[config.mk]
export PLATFORM = sky130hd
export DESIGN_NAME = mux2_shift_left2
export DESIGN_NICKNAME = d
export VERILOG_FILES = /design/src/rtl/mux2_shift_left2_pkg.sv /design/src/rtl/sign_ext.sv /design/src/rtl/mux2_shift_left2.sv
export SDC_FILE = /design/constraint.sdc
export NUM_CORES = 1
export LEC_CHECK = 0
export ABC_AREA = 1
export ABC_CLOCK_PERIOD_IN_PS = 1050
export BUFFER_PORTS_ARGS = -buffer_cell sky130_fd_sc_hd__buf_2
export CAP_MARGIN = 20
export CORE_MARGIN = 3
export CORE_UTILIZATION = 35
export DETAILED_ROUTE_END_ITERATION = 12
export GPL_TIMING_DRIVEN = 0
export PLACE_DENSITY = 0.72
export SETUP_SLACK_MARGIN = 0.1
export SYNTH_ARGS = -nofsm -noshare
export SYNTH_HDL_FRONTEND = slang
export SYNTH_SLANG_ARGS = --single-unit
export TNS_END_PERCENT = 50
[constraint.sdc]
create_clock -name clk -period 1.05 [get_ports clk]
set_clock_uncertainty 0.05 [all_clocks]
set_input_delay 0.0525 -clock clk [delete_from_list [all_inputs] [get_ports clk]]
set_output_delay 0.0525 -clock clk [all_outputs]
set_load 0.02 [all_outputs]
[src/rtl/mux2_shift_left2_pkg.sv]
// Shared defaults and constants for the branch-offset mux/shift block.
// Optional macro BR_TARGET_ADD_EN enables the pc + offset target output in the top.
package mux2_shift_left2_pkg;

  localparam int DEF_DATA_W  = 64;
  localparam int DEF_IMM19_W = 19;
  localparam int DEF_IMM26_W = 26;
  localparam int SHIFT_AMT   = 2;

endpackage

[src/rtl/sign_ext.sv]
// Parameterized sign extension: replicates the MSB of din up to OUT_W bits.
module sign_ext #(
  parameter int IN_W  = 19,
  parameter int OUT_W = 64
) (
  input  logic [IN_W-1:0]  din,
  output logic [OUT_W-1:0] dout
);

  assign dout = {{(OUT_W-IN_W){din[IN_W-1]}}, din};

endmodule

[src/rtl/mux2_shift_left2.sv]
// Sign-extends two branch immediates, selects one, shifts it left by 2 and registers it.
// Macro BR_TARGET_ADD_EN adds input pc and a registered target = pc + offset.
module mux2_shift_left2
  import mux2_shift_left2_pkg::*;
#(
  parameter int DATA_W  = DEF_DATA_W,
  parameter int IMM19_W = DEF_IMM19_W,
  parameter int IMM26_W = DEF_IMM26_W
) (
  input  logic               clk,
  input  logic               rst_n,
  input  logic               in_valid,
  input  logic [IMM19_W-1:0] in_19,
  input  logic [IMM26_W-1:0] in_26,
  input  logic               uncond_br,
  output logic [DATA_W-1:0]  out,
  output logic               out_valid
`ifdef BR_TARGET_ADD_EN
  ,
  input  logic [DATA_W-1:0]  pc,
  output logic [DATA_W-1:0]  target
`endif
);

  logic [DATA_W-1:0] ext_19;
  logic [DATA_W-1:0] ext_26;
  logic [DATA_W-1:0] selected;
  logic [DATA_W-1:0] shifted;

  sign_ext #(.IN_W(IMM19_W), .OUT_W(DATA_W)) u_ext_19 (
    .din  (in_19),
    .dout (ext_19)
  );

  sign_ext #(.IN_W(IMM26_W), .OUT_W(DATA_W)) u_ext_26 (
    .din  (in_26),
    .dout (ext_26)
  );

  assign selected = uncond_br ? ext_26 : ext_19;
  assign shifted  = selected << SHIFT_AMT;

  // out holds across idle cycles; only out_valid tracks in_valid every edge.
  always_ff @(posedge clk or negedge rst_n) begin
    if (!rst_n) begin
      out       <= '0;
      out_valid <= 1'b0;
    end else begin
      out_valid <= in_valid;
      if (in_valid) begin
        out <= shifted;
      end
    end
  end

`ifdef BR_TARGET_ADD_EN
  always_ff @(posedge clk or negedge rst_n) begin
    if (!rst_n) begin
      target <= '0;
    end else if (in_valid) begin
      target <= pc + shifted;
    end
  end
`else
`endif

endmodule

==> summary.md, run 1 <==
| Metric | Value |
|---|---|
| Failing checks | `negative setup slack` |
| Synth unique cells | `11` |
| Antenna viol nets, final | `0` |
| Root Buffer | `clkbuf_8` |
| Post-Syn Area | `0.00171 mm2` |
| Busiest layer in global routing | `met2` |
| Final hold vios | `0` |
| Starting Density | `37.6%` |
| First-pass GRT wire length | `6960 um` |
| Diode count | `0` |
| Clk_lat worst skew | `0.26 ns` |
| Synth warnings | `0` |
| Placed cell area | `0.00234 mm2` |
| R2r setup slk | `0.12 ns` |
| GR Overflow Total | `0` |
| Area contributors post-synth | `dfrtp_1 (40%), nand2_1 (25%), buf_4 (18%), inv_1 (7.9%), nand3_1 (5.3%)` |
| Synth top cells by count | `nand2_1 (112), buf_4 (42), inv_1 (36), dfrtp_1 (27), nand3_1 (18)` |
| Crit path largest cell delay | `0.51 ns` |
| Worst Setup End Kind | `primary output` |
| Vias per cell | `4.03` |
| Status | `finished with violations` |
| Die Y | `75.8 um` |
| RR Startpoint | `out[62]` |
| Buf/Inv on CP | `3` |
| GR Util met2 | `25.9%` |
| Synth Flop Type | `dfrtp_1` |
| Post-synth EDFFs | `0` |
| Register area share after synthesis | `39.6%` |
| Final setup viols | `37` |
| Worst setup margin | `-0.263 ns` |
| Met3 Track Usage GR | `3.56%` |
| Switching power | `1.14 mW` |
| Ports | `114` |
| Worst-path cell chain | `buf_6 > buf_4 > buf_2` |
| Met1 Use GR | `21.1%` |
| Worst R2R End | `out[62]` |
| Number of global-route vias before repair | `1532` |
| Initial antenna violation count | `0` |
| Share of the synthesized area in the top cell type | `39.6%` |
| Logic pwr share | `45.3%` |
| Die W | `75.8 um` |
| Routed wire length per instance | `11.3 um` |
| Hold Slack | `0.0197 ns` |
| CP delay by family, top | `flip-flops` |
| Clock power frac | `17.4%` |
| Ys async rst share | `100%` |
| Static leakage | `1.71 nW` |
| CTS tree | `done` |
| Core ar. | `0.00453 mm2` |
| RSZ-0062 raised after global routing | `true` |
| PortBufs | `110` |
| Internal Pwr Total | `2.17 mW` |
| Syn avg cell area | `6.99 um2` |
| Final net count | `414` |
| Layout cells sized above 1 | `45.9%` |
| Num CTS Buffers | `3` |
| Worst path arrival time | `1.21 ns` |
| CTS Buffer Depth | `2` |
| Remaining DRCs | `0` |
| Clock Sinks | `27` |
| Slowest CP cell | `dfrtp_4` |
| Maxcap violations | `0` |
| Top-count cell post-synth | `nand2_1` |
| Synth Instances | `244` |
| Total GRT Usage | `15.7%` |
| Worst min-delay path class | `in2reg` |
| Die area | `0.00575 mm2` |
| Max VDD drop | `0.000560 V` |
| Power per Cell Area | `1210 mW/mm2` |
| Peak Freq | `0.762 GHz` |
| Syn-to-layout area delta | `59.6%` |
| Highest fanout seen on the critical path | `10` |
| Crit path required time | `0.95 ns` |
| Synth area leader | `dfrtp_1` |
| Detailed placer's ending HPWL | `3420 um` |
| Crit path to | `out[49]` |
| Worst r2r path cells | `3` |
| Site Rows | `24` |
| Setup CP Type | `reg2out` |
| Via count | `1731` |
| Slew Limit Fails | `0` |
| Worst Setup SP | `out[62]` |
| Clock-pin slew on the worst setup and hold paths | `0.09 ns` |
| Flops & latches, synth | `27` |
| DRT iter0 DRCs | `40` |
| Final Critical Period | `1.31 ns` |
| Switching share of total power | `34.4%` |
| Gpl congestion | `0.722` |
| Clock H-tree levels | `1` |
| Routed WL | `4830 um` |
| Final Cycle Share | `125%` |
| WP depth | `3` |
| Design Area, Final | `0.00272 mm2` |
| Drt pass-1 iters | `4` |
| Hold-critical path depth | `5` |
| Largest net degree at the start of global routing | `28` |
| Sequential power share | `37.4%` |
| Crit path launch type | `register` |
==> placed cells by master (no fill, tap or decap), drive strengths merged <==
cell type and instances:
buf 159, dlygate4sd3 2, inv 38, dfrtp 27, nand3 18, clkbuf 5
conb 2, nand2 113
==> stage by stage <==
step / cells / util [%] / setup WS [ns] / TNS (ns) / total power [mW]
global placement: 420 / 51.7 / 0.00559 / 0 / 2.44
CTS: 429 / 53.7 / -0.274 / -9.87 / 3.08
finish: 429 / 60.0 / -0.263 / -9.16 / 3.31
floorplan: 245 / - / 0.127 / 0 / 2.03
detailed placement: 420 / 51.7 / -0.0205 / -0.432 / 2.46
global route: 429 / 60.0 / -0.302 / -10.62 / 3.53
==> worst reg2reg max path, cell delays in order, from the launching register on <==
cell	delay (ns)
dfrtp_4	0.51
buf_12	0.16
nand2_1	0.06
nand2_1	0.05
==> logic make-up (layout without fill, tap and decap cells) <==
group | count (synthesis) | in the layout | synth area share [%]
buffers and inverters | 85 | 204 | 29.9
AND/OR/NAND/NOR | 131 | 131 | 30.3
other | 1 | 2 | 0.220
flip-flops | 27 | 27 | 39.6
==> power groups by stage <==
stage               registers (mW)  logic [mW]  clock network [mW]
floorplan                     1.39       0.646                   0
global placement              1.26        1.18                   0
detailed placement            1.26        1.20                   0
CTS                           1.21        1.26               0.608
global route                  1.25        1.62               0.659
finish                        1.24        1.50               0.575
==> metal layers <==
layer,share of wire [%],wire [um]
met5,0,0
met2,52,2540
met1,41,1990
met3,5.4,262
met4,0.89,43
==> registers in the layout, summed over array words and instances, names as in the netlist <==
| name | count |
|---|---|
| out | 26 |
| out_valid | 1 |
==> cell type report <==
class | instances | area, um2
tap | 65 | 81.3
sequential | 27 | 679
buffer | 47 | 370
timing repair buffer | 115 | 872
fill | 412 | 1810
inverter | 38 | 150
clock buffer | 4 | 45.0
multi-input combinational | 133 | 524
==> worst min path at each step <==
stage                          from   endpoint  slack (ns)
after global routing      in_26[24]    out[26]        0.03
after global placement        rst_n  out_valid        0.04
after floorplan               rst_n    out[10]       -0.29
after detailed placement      rst_n    out[13]        0.05
final                     in_26[19]    out[21]        0.02
after CTS                 in_26[24]    out[26]        0.01
==> what timing repair did <==
action | CTS | global route
buffers inserted | 3 | 0
endpoints found under the setup margin | 38 | 61
hold endpoints to repair | 28 | 0
gates resized for setup | 1 | 90
pin swaps | 0 | 0
hold buffers | 2 | 0
Note: power is estimated with default switching activity, not from simulation.
==> run 2: changes to the inputs <==
SETUP_SLACK_MARGIN = 0.5   (was 0.1)
==> run 2 against run 1 <==
Effect of this change: the flow finishes with violations (negative hold slack, negative setup slack); sequential power barely moved; wire length increased by 2.9%; clock-buffer cell count unchanged; critical path depth unchanged; hold slack worse by 0.29 ns; sequential cell count is the same; clock power grew 0.9%; global-route usage fell by 0.26 points; critical endpoint is now out[30].
==> summary.md, run 2 (synthesis gave the netlist of run 1 again) <==
| Metric | Value |
|---|---|
| Clk_lat worst skew | `0.27 ns (was 0.26 ns)` |
| Regs by FF count | `out (26), out_valid (1) (unchanged)` |
| PortBufs | `110 (unchanged)` |
| GR Overflow Total | `0 (unchanged)` |
| Num CTS Buffers | `3 (unchanged)` |
| Max VDD drop | `0.000697 V (was 0.000560 V)` |
| Remaining DRCs | `0 (unchanged)` |
| Rel. slew slack | `59.3%` |
| Worst Setup End Kind | `primary output (unchanged)` |
| Total GRT Usage | `15.5% (was 15.7%)` |
| Final setup viols | `37 (unchanged)` |
| Layout cells sized above 1 | `47.4% (was 45.9%)` |
| Vias per cell | `4.08 (was 4.03)` |
| Gpl congestion | `0.752 (was 0.722)` |
| R2r setup slk | `0.12 ns (about the same)` |
| Clock Sinks | `27 (unchanged)` |
| CTS Buffer Depth | `2 (unchanged)` |
| Worst r2r path cells | `3 (unchanged)` |
| Die Y | `75.8 um (unchanged)` |
| Clock-pin slew on the worst setup and hold paths | `0.09 ns (about the same)` |
| Ports | `114 (unchanged)` |
| Crit path required time | `0.95 ns (about the same)` |
| Routed WL | `4970 um (was 4830 um)` |
| Root Buffer | `clkbuf_8 (unchanged)` |
| Status | `finished with violations (unchanged)` |
| Failing checks | `negative hold slack, negative setup slack (was negative setup slack)` |
| First-pass GRT wire length | `6920 um (was 6960 um)` |
| Initial antenna violation count | `0 (unchanged)` |
| Routed wire length per instance | `11.6 um (was 11.3 um)` |
| Most common cell after layout, fill and taps aside | `nand2_1 (unchanged)` |
| Largest net degree at the start of global routing | `28 (unchanged)` |
| Clock H-tree levels | `1 (unchanged)` |
| Commonest non-fill, non-tap cells in the layout | `nand2_1 (109), buf_6 (67), buf_2 (57) (was nand2_1 (112), buf_2 (70), buf_6 (49))` |
| Die area | `0.00575 mm2 (unchanged)` |
| Peak Freq | `0.758 GHz (was 0.762 GHz)` |
| Worst path arrival time | `1.22 ns (was 1.21 ns)` |
| Drt pass-1 iters | `4 (unchanged)` |
| Final Critical Period | `1.32 ns (was 1.31 ns)` |
| RR Startpoint | `out[62] (unchanged)` |
| Power, Total | `3.42 mW (was 3.31 mW)` |
| Setup CP Type | `reg2out (unchanged)` |
| Final net count | `415 (was 414)` |
| Number of global-route vias before repair | `1519 (was 1532)` |
| Starting Density | `37.6% (unchanged)` |
| Highest fanout seen on the critical path | `10 (unchanged)` |
| Maxcap violations | `0 (unchanged)` |
| Worst min-delay path class | `in2async (was in2reg)` |
| Worst R2R End | `out[62] (unchanged)` |
| CTS tree | `done (unchanged)` |
| Most flops, register | `out (unchanged)` |
| Antenna viol nets, final | `0 (unchanged)` |
| RSZ-0062 raised after global routing | `true (unchanged)` |
| Site Rows | `24 (unchanged)` |
| Power per Cell Area | `1210 mW/mm2 (about the same)` |
| Crit path launch type | `register (unchanged)` |
| Diode count | `0 (unchanged)` |
| Syn-to-layout area delta | `66.1% (was 59.6%)` |
| Die W | `75.8 um (unchanged)` |
| Final Cycle Share | `126% (was 125%)` |
| Worst setup margin | `-0.268 ns (was -0.263 ns)` |
| Worst-Margin Slew | `0.611 ns` |
| Core ar. | `0.00453 mm2 (unchanged)` |
| Via count | `1753 (was 1731)` |
| Hold Slack | `-0.265 ns (was 0.0197 ns)` |
| Pre-CTS WS | `-0.0148 ns (was -0.0205 ns)` |
| Slew Limit Fails | `0 (unchanged)` |
| Detailed placer's ending HPWL | `3520 um (was 3420 um)` |
| Static leakage | `1.75 nW (was 1.71 nW)` |
| DRT iter0 DRCs | `86 (was 40)` |
| Final hold vios | `28 (was 0)` |
| Number of flip-flops in the largest register | `26 (unchanged)` |
[run 2: worst max path at each step]
| stage | startpoint | end | depth (start not counted) |
|---|---|---|---|
| floorplan | out[62] | out[28] | 1 |
| finish | out[62] | out[30] | 3 |
| global route | out[62] | out[30] | 3 |
| detailed placement | out[62] | out[36] | 2 |
| global placement | out[62] | out[60] | 2 |
| CTS | out[62] | out[50] | 3 |
[run 2: power by group]
part / switching (mW) / internal (mW) / total (mW)
Sequential: 0.0849 / 1.15 / 1.23
Combinational: 0.772 / 0.834 / 1.61
Clock: 0.308 / 0.271 / 0.580
[run 2: critical path: stages, from the launching register on]
cell and delay, ns:
dfrtp_4 0.52, buf_6 0.15, buf_4 0.13, buf_2 0.15
[run 2: what timing repair did]
action	4_1_cts	5_1_grt
setup buffers	3	3
pin swaps	50	17
resized for setup	53	72
endpoints found under the hold margin	28	28
setup endpoints to repair	89	89
gates cloned	0	0
[run 2: area by class of cell]
class,count,area (um2)
flip-flops and latches,27,679
fillers,410,1700
well taps,65,81.3
inverters,38,150
repair buffers,116,971
multi-input cells,133,532
plain buffers,47,374
clock buffers,4,45.0
[run 2: metrics by stage]
stage	setup TNS, ns	std cells	utilization [%]	area, um2
2_1_floorplan	0	245	-	1710
3_3_place_gp	0	420	51.7	2340
3_5_place_dp	-0.262	420	51.7	2340
4_1_cts	-9.91	427	56.9	2580
5_1_grt	-10.69	430	62.5	2830
6_report	-9.14	430	62.5	2830
[run 2: metal layers]
| layer | track usage (%) | share of wire (%) |
|---|---|---|
| met5 | 0 | 0 |
| met4 | 1.17 | 0.62 |
| met3 | 4.22 | 5.3 |
| met2 | 27.6 | 56 |
| met1 | 19.4 | 38 |
